### src/rtl/mem_arbiter.sv
// Multi-port byte-serial memory arbiter: grants one requester at a time and
// walks its transfer across an 8-bit RAM port, one byte per cycle.

module mem_arbiter_lane #(
  parameter int DATA_BYTES = 4,
  parameter int KW         = 3
) (
  input  logic                    clk,
  input  logic                    rst,
  input  logic                    clr,
  input  logic [KW-1:0]           n,
  input  logic                    wr,
  input  logic [KW-1:0]           idx,
  input  logic [7:0]              din,
  output logic [8*DATA_BYTES-1:0] data
);
  always_ff @(posedge clk) begin
    if (rst) data <= '0;
    else begin
      // bytes beyond the new read length are zeroed at grant time
      if (clr)
        for (int b = 0; b < DATA_BYTES; b++)
          if (b >= int'(n)) data[b*8 +: 8] <= 8'h00;
      if (wr) data[int'(idx)*8 +: 8] <= din;
    end
  end
endmodule

module mem_arbiter #(
  parameter int NUM_PORTS  = 2,
  parameter int ADDR_WIDTH = 32,
  parameter int DATA_BYTES = 4,
  parameter int RR_MODE    = 0,
  localparam int LW = (DATA_BYTES > 1) ? $clog2(DATA_BYTES) : 1
) (
  input  logic                              clk,
  input  logic                              rst,
  input  logic [NUM_PORTS-1:0]              req,
  input  logic [NUM_PORTS-1:0]              we,
  input  logic [NUM_PORTS*ADDR_WIDTH-1:0]   addr,
  input  logic [NUM_PORTS*LW-1:0]           len,
  input  logic [NUM_PORTS*8*DATA_BYTES-1:0] wdata,
  output logic [NUM_PORTS*8*DATA_BYTES-1:0] rdata,
  output logic [NUM_PORTS-1:0]              done,
  output logic [NUM_PORTS-1:0]              stall,
  input  logic [7:0]                        ram_din,
  output logic [7:0]                        ram_dout,
  output logic [ADDR_WIDTH-1:0]             ram_addr,
  output logic                              ram_wr
);
  localparam int GW = (NUM_PORTS > 1) ? $clog2(NUM_PORTS) : 1;
  localparam int KW = LW + 1;
  localparam int DW = 8 * DATA_BYTES;

  localparam logic [1:0] IDLE = 2'd0;
  localparam logic [1:0] XFER = 2'd1;
  localparam logic [1:0] LAST = 2'd2;
  localparam logic [1:0] DONE = 2'd3;

  logic [1:0]            state;
  logic [GW-1:0]         g, last_grant, pick;
  logic [KW-1:0]         k, n, n_new;
  logic [ADDR_WIDTH-1:0] base;
  logic                  dir;
  logic [LW-1:0]         len_sel;
  logic [DW-1:0]         wdata_g;
  logic                  grant_go, cap_en;

  always_comb begin
    pick = '0;
    if (RR_MODE == 0) begin
      for (int i = 0; i < NUM_PORTS; i++)
        if (req[i]) pick = GW'(i);
    end else begin
      // walk upward from the port after the last grant, first hit wins
      for (int off = NUM_PORTS; off >= 1; off--) begin
        int idx;
        idx = (int'(last_grant) + off) % NUM_PORTS;
        if (req[idx]) pick = GW'(idx);
      end
    end
  end

  always_comb begin
    len_sel = len[pick*LW +: LW];
    if (int'(len_sel) >= DATA_BYTES) n_new = KW'(DATA_BYTES);
    else                             n_new = KW'(len_sel) + KW'(1);
  end

  assign grant_go = (state == IDLE) && (|req);
  assign cap_en   = !dir && (((state == XFER) && (k != '0)) || (state == LAST));
  assign wdata_g  = wdata[g*DW +: DW];

  always_ff @(posedge clk) begin
    if (rst) begin
      state      <= IDLE;
      k          <= '0;
      g          <= '0;
      n          <= '0;
      dir        <= 1'b0;
      base       <= '0;
      last_grant <= GW'(NUM_PORTS - 1);
    end else begin
      case (state)
        IDLE: if (grant_go) begin
          g          <= pick;
          last_grant <= pick;
          dir        <= we[pick];
          base       <= addr[pick*ADDR_WIDTH +: ADDR_WIDTH];
          n          <= n_new;
          k          <= '0;
          state      <= XFER;
        end
        XFER: begin
          k <= k + KW'(1);
          if (k == n - KW'(1)) state <= dir ? DONE : LAST;
        end
        LAST:    state <= DONE;
        default: state <= IDLE;
      endcase
    end
  end

  always_comb begin
    ram_wr   = 1'b0;
    ram_dout = 8'h00;
    ram_addr = '0;
    case (state)
      XFER: begin
        ram_wr   = dir;
        ram_dout = wdata_g[int'(k)*8 +: 8];
        ram_addr = base + ADDR_WIDTH'(k);
      end
      LAST:    ram_addr = base + ADDR_WIDTH'(n) - ADDR_WIDTH'(1);
      default: ;
    endcase
  end

  for (genvar i = 0; i < NUM_PORTS; i++) begin : g_lane
    assign done[i]  = (state == DONE) && (g == GW'(i));
    assign stall[i] = req[i] & ~done[i];

    mem_arbiter_lane #(.DATA_BYTES(DATA_BYTES), .KW(KW)) u_lane (
      .clk  (clk),
      .rst  (rst),
      .clr  (grant_go && (pick == GW'(i)) && !we[i]),
      .n    (n_new),
      .wr   (cap_en && (g == GW'(i))),
      .idx  (k - KW'(1)),
      .din  (ram_din),
      .data (rdata[i*DW +: DW])
    );
  end
endmodule

### config.mk
export PLATFORM = sky130hd
export DESIGN_NAME = mem_arbiter
export DESIGN_NICKNAME = d
export VERILOG_FILES = /design/src/rtl/mem_arbiter.sv
export SDC_FILE = /design/constraint.sdc
export NUM_CORES = 1
export LEC_CHECK = 0
export BUFFER_PORTS_ARGS = -buffer_cell sky130_fd_sc_hd__buf_2
export CORE_ASPECT_RATIO = 2
export CORE_MARGIN = 4
export CORE_UTILIZATION = 45
export DETAILED_ROUTE_END_ITERATION = 7
export MAX_ROUTING_LAYER = met4
export PLACE_DENSITY = 0.72
export SYNTH_ARGS = -nofsm -noshare
export SYNTH_HDL_FRONTEND = slang
export SYNTH_SLANG_ARGS = --single-unit
### constraint.sdc
create_clock -name clk -period 7.3 [get_ports clk]
set_input_delay 0.365 -clock clk [delete_from_list [all_inputs] [get_ports clk]]
set_output_delay 0.365 -clock clk [all_outputs]
set_load 0.05 [all_outputs]
After elaboration in Yosys (flattened, before gate mapping)
Cells that the tools add are included.
Storage, ports and cells
  register bits after elaboration: 106
  input port bits: 146
Cells by class
  add/sub/neg operators: 8
  $lt $le $gt $ge: 5
  equality and inequality tests: 6
  shift-type cells: 6
  mux-type cells: 28
  bitwise operators: 6
  reductions and logical operators: 22
Operators with widths (count)
  $mux 32: 6
  $shiftx 64x7->32: 2
  $mux 8: 9
  $add 32x3->32: 2
  $bwmux 32: 2
  $pmux 32 s2: 1
  $neg 6->33: 1
  $shift 8x33->32 const A: 1
  $shiftx 8x33->32: 1
  $shiftx 32x7->8: 1
  $sub 32x1->32 const B: 1
  $logic_and 1x1->1: 11
  $ge 1x3->1 const A: 2
  $ge 2x3->1 const A: 2
  $pmux 2 s3: 1
  $pmux 3 s2: 1
  $reduce_and 2->1: 3
  $sub 3x1->3 const B: 2
  $mux 1: 5
  $eq 2x2->1 const B: 2
  $mux 2: 2
  $not 1->1: 4
  $shiftx 4x3->2: 1
  $add 2x1->3 const B: 1
  other kinds (14): 17

Depth between registers and ports, before layout
  depth after elaboration: 9
  mapped depth: 13
  mapped depth without buffers: 12

Modules after synthesis
From an unflattened synthesis, not the netlist that was laid out.
Second synthesis, totals
  cell total of the unflattened synthesis: 989
  area, all modules: 8523.2 um^2
By module, submodules not included
  mem_arbiter: times used 1, cells an instance 711, area an instance 5693.0 um^2
  mem_arbiter_lane at g_lane[1].u_lane: times used 1, cells an instance 145, area an instance 1441.4 um^2
  mem_arbiter_lane at g_lane[0].u_lane: times used 1, cells an instance 133, area an instance 1388.8 um^2

Worst setup path after synthesis
No wires, ideal clock.
  kind: register to output
  start point: register k[1]
  end point: output ram_addr[30]
  data arrival time: 3.550 ns
  required time: 6.935 ns
  slack: 3.385 ns
  stages on the path, launching flop included: 11
  path through: dfxtp_1 > clkbuf_1 > clkinv_1 > fa_1 > nor2b_1 > o21ai_1 > nor4_2 > nand4_1 > or2_1 > xnor2_1 > o22ai_1
Between the ends
  word-level cells in the longest chain between the ends: 2
RTL lines
  from (decl): RTL line 62  | logic [KW-1:0] k, n, n_new;
  from (signal assigned): RTL line 115  | k <= k + KW'(1);
  $add 32x3->32: RTL line 132  | ram_addr = base + ADDR_WIDTH'(k);
  $pmux 32 s2: RTL line 128  | case (state)
  to (decl): RTL line 48  | output logic [ADDR_WIDTH-1:0] ram_addr,
No other way between the ends.

Final worst setup path
  start point: register k[0]
  end point: output ram_addr[30]
Same word-level chain as after synthesis.

==> parameters.txt <==
Parameter                              Value

Status
  Outcome    completed

Logic synthesis
  Post-synthesis sequential area ratio    0.2582
  Number of different library cells in the post-synthesis netlist    between 60 and 70
  Number of flops mapped to enable cells by yosys    0
  Share of the synthesized area in the top cell type    0.2582
  Number of register bits inferred by synthesis    106
  Share of async-settable or async-resettable flops after synthesis    0
  Synthesized net count    around 1200
  Mean area per synthesized cell    8.130 um^2
  Top cells by area, synth    sky130_fd_sc_hd__dfxtp_1 26%, sky130_fd_sc_hd__ha_1 12%, sky130_fd_sc_hd__nor2_1 5.4%
  Cell taking the most area after synthesis    sky130_fd_sc_hd__dfxtp_1
  Cell count after synthesis    1011
  Cell area after synthesis    0.008219 mm^2
  Primary flip-flop cell chosen by synthesis mapping    sky130_fd_sc_hd__dfxtp_1
  Yosys Warn Count    0

GRT
  Global-route track usage on met2    0.5705
  Initial antenna violation count    4
  Grt ovf    0
  Global Route met3 Usage    0.03944
  Pin count of the biggest net entering global routing    107
  All-Layer GR Usage    0.2909
  Number of global-route vias before repair    between 8000 and 9000
  GR Layer Usage met1    0.2661
  Global-route wire length before repair    around 46000 um
  Most used routing layer in global routing    met2

Clocking
  Clock tree from TritonCTS    done
  Maximum level of the CTS H-tree    3
  Buffers from clock root to sink, at most    2
  Number of gates resized after CTS    0
  Clk pin slew, worst setup/hold paths    roughly 0.08 ns
  Clock buffer count from CTS    9
  CTS Root Buffer Type    sky130_fd_sc_hd__clkbuf_16
  Setup bufs post-CTS    0
  Insertion delay to the later sink of the worst-skew pair    ~0.36 ns
  Number of clock sinks    ~110
  Number of buffers added to fix hold violations after cts    0

Routing
  Detailed-route wire length    between 20000 and 30000 um
  Count of routing violations after the opening detailed-route iteration    between 300 and 400
  DRC violations left    0
  Drt via density    5.883
  Average wire per standard cell    around 21 um
  Antenna Violating Nets Remaining    0
  Number of detailed-route iterations in the first pass    6
  Total number of vias    approximately 8400

Die
  Horizontal die dimension    103.6 um
  Area inside the core boundary    0.01787 mm^2
  IO Count    ~260
  Starting density of the core    0.4599
  DIE AREA    slightly above 0.02 mm^2
  Die extent in y    between 150 and 200 um
  Number of placement rows    between 60 and 70

Setup path
  Critical-path cell list    ha_1 -> inv_1 -> fa_1 -> nor2b_1 -> o21ai_1 -> nor4_2 -> buf_4 -> nand4_1 -> or2_1 -> xnor2_1 -> o22ai_1 -> buf_2
  Largest stage delay on the critical path    1.04 ns
  Type of destination of the critical path    output port
  Type of the worst setup path    flop to output port
  Kind of start point of the critical path    flop
  Top fanout value on the critical path    25
  Critical Path RT    6.93 ns
  Number of buffers and inverters on the critical path    3
  CP max stage cell    sky130_fd_sc_hd__dfxtp_1
  Cell family with the largest share of critical-path delay    flip-flops
  Critical Path AT    a little over 4 ns

Final layout
  Area growth syn-to-layout    18.89%
  Net count reported at finish    roughly 1400
  Share of layout cells above drive strength 1    0.2531
  Most used cells in the layout excluding fill and tap cells    253 x sky130_fd_sc_hd__buf_2, 118 x sky130_fd_sc_hd__nor2_1, 106 x sky130_fd_sc_hd__dfxtp_1, 82 x sky130_fd_sc_hd__nand2_1, 80 x sky130_fd_sc_hd__ha_1
  Leading cell type in the layout, fill and taps excluded    sky130_fd_sc_hd__buf_2

Power and ir drop
  Leak pwr    4.430 nW
  Power density over the cells    ~390 mW/mm^2
  Proportion of total power due to net switching    0.5300
  Internal    between 0.0015 and 0.002 W
  Part of the total power dissipated in the clock network    0.127
  Post-layout total power    just under 0.004 W
  Register share of total power    0.210
  Comb pwr share    0.664
  NetSw    around 0.002 W
  IR Drop Worst-Case VDD    0.0001551 V

Timing
  Max-slew headroom    0.2367
  Final Cycle Share    0.6039
  Setup repair after global routing missed its margin    no
  Final total negative setup slack    0 ns
  Setup skew after layout    approximately 0.0084 ns
  Max Transition Viols Final    0
  Final setup violation count    0
  Final worst path period need    about 4.4 ns
  Upper clock frequency limit    between 200 and 250 MHz
  Least-Margin Pin Slew    between 1 and 1.5 ns
  Number of hold violations in the final report    0

Job
  Max-Cap Viols    0

Placement
  Global placement routability congestion    approximately 1
  Final HPWL from detailed placement    23970 um
  Number of port buffers    roughly 250

Min path
  Class of the worst hold path    input pin to flop
-- power by group through the flow --
stage	combinational, W	sequential, W	clock [W]
CTS	0.00253	0.000810	0.000499
global route	0.00279	0.000823	0.000519
floorplan	0.00196	0.000771	0
global placement	0.00250	0.000819	0
detailed placement	0.00252	0.000823	0
finish	0.00256	0.000810	0.000489
-- worst paths after layout --
| path | start | end | slack (ns) | cells after the start |
|---|---|---|---|---|
| setup / recovery | k[0]$_SDFFE_PP0P_ | ram_addr[30] | 2.89 | 12 |
| hold / removal | addr[28] | base[28]$_SDFFE_PP0P_ | 0.35 | 3 |
| setup reg to reg | k[0]$_SDFFE_PP0P_ | g_lane[0].u_lane.data[4]$_SDFF_PP0_ | 3.40 | 9 |
| hold reg to reg | g_lane[1].u_lane.data[7]$_SDFF_PP0_ | g_lane[1].u_lane.data[7]$_SDFF_PP0_ | 0.47 | 2 |
-- cell type report --
type | instances | area, um^2
Antenna cell | 4 | 10.01
Tap cell | 213 | 266.5
Clock inverter | 7 | 65.06
Inverter | 58 | 217.7
Multi-Input combinational cell | 779 | 5562
Timing Repair Buffer | 258 | 1304
Clock buffer | 9 | 225.2
Sequential cell | 106 | 2122
Fill cell | 1751 | 8099
-- Yosys cell counts, types with 3 or more instances --
| master | count |
|---|---|
| sky130_fd_sc_hd__a21boi_1 | 3 |
| sky130_fd_sc_hd__and3_1 | 6 |
| sky130_fd_sc_hd__xnor2_1 | 46 |
| sky130_fd_sc_hd__nand4_1 | 16 |
| sky130_fd_sc_hd__buf_4 | 3 |
| sky130_fd_sc_hd__o21ai_1 | 6 |
| sky130_fd_sc_hd__dfxtp_1 | 106 |
| sky130_fd_sc_hd__a31oi_1 | 3 |
| sky130_fd_sc_hd__o21a_1 | 8 |
| sky130_fd_sc_hd__nor3b_1 | 8 |
| sky130_fd_sc_hd__clkbuf_1 | 38 |
| sky130_fd_sc_hd__nor3_1 | 8 |
| sky130_fd_sc_hd__nand2_1 | 82 |
| sky130_fd_sc_hd__o211ai_1 | 3 |
| sky130_fd_sc_hd__o22ai_1 | 20 |
| sky130_fd_sc_hd__buf_2 | 15 |
| sky130_fd_sc_hd__mux2i_1 | 37 |
| sky130_fd_sc_hd__mux4_2 | 16 |
| sky130_fd_sc_hd__nor2b_1 | 14 |
| sky130_fd_sc_hd__or3_1 | 3 |
| sky130_fd_sc_hd__and2_1 | 6 |
| sky130_fd_sc_hd__nor2_1 | 118 |
| sky130_fd_sc_hd__nand3_1 | 41 |
| sky130_fd_sc_hd__buf_1 | 7 |
| sky130_fd_sc_hd__a21o_1 | 5 |
| sky130_fd_sc_hd__a32oi_1 | 7 |
| sky130_fd_sc_hd__inv_1 | 57 |
| sky130_fd_sc_hd__ha_1 | 80 |
| sky130_fd_sc_hd__xor2_1 | 13 |
| sky130_fd_sc_hd__a22oi_1 | 50 |
| sky130_fd_sc_hd__buf_6 | 4 |
| sky130_fd_sc_hd__o21ai_0 | 13 |
| sky130_fd_sc_hd__nor4_2 | 3 |
| sky130_fd_sc_hd__a211oi_1 | 38 |
| sky130_fd_sc_hd__a21oi_1 | 75 |
| sky130_fd_sc_hd__nand2b_1 | 7 |
-- flip-flops by register name, indices dropped and copies added (netlist names) --
register / flops
g_lane.u_lane.data: 64
state: 2
n: 3
dir: 1
k: 3
base: 32
g: 1
-- routing by layer --
layer | part of all wire | vias up
li1 | - | 4020
met1 | 0.33 | 4011
met2 | 0.56 | 316
met3 | 0.048 | 89
met4 | 0.057 | 0
met5 | 0 | -
-- worst register-to-register path, stage by stage, from the launching register on --
cell                      delay, ns
sky130_fd_sc_hd__dfxtp_1       1.04
sky130_fd_sc_hd__inv_1         0.32
sky130_fd_sc_hd__ha_1          0.31
sky130_fd_sc_hd__xnor2_1       0.15
sky130_fd_sc_hd__ha_1          0.44
sky130_fd_sc_hd__nor4b_1       0.64
sky130_fd_sc_hd__and2_1        0.54
sky130_fd_sc_hd__nor3b_1       0.11
sky130_fd_sc_hd__a21oi_1       0.15
sky130_fd_sc_hd__nor2_1        0.05
-- stage by stage --
stage               setup WS, ns  instances  hold WS (ns)  cell area, um^2    util
finish                     2.891       1434        0.3459             9772  0.5468
global route               2.648       1434        0.3579             9772  0.5468
CTS                        2.906       1430        0.3321             9762  0.5462
detailed placement         3.308       1414        0.4553             9472  0.5300
global placement           3.386       1414        0.4513             9472  0.5300
floorplan                  3.385       1011        0.4363             8219       -
-- logic make-up (layout without fill, tap and decap cells) --
group,count (synthesis),after routing,share of synthesized area
AOI/OAI and AO/OA,255,255,0.2060
muxes,56,56,0.09347
buffers and inverters,126,332,0.06607
adders and majority gates,82,82,0.1267
xor gates and xnor gates,59,59,0.06287
DFF,106,106,0.2582
and+or+nand+nor,327,327,0.1868
other,0,4,0
(Power assumes the default switching activity.)
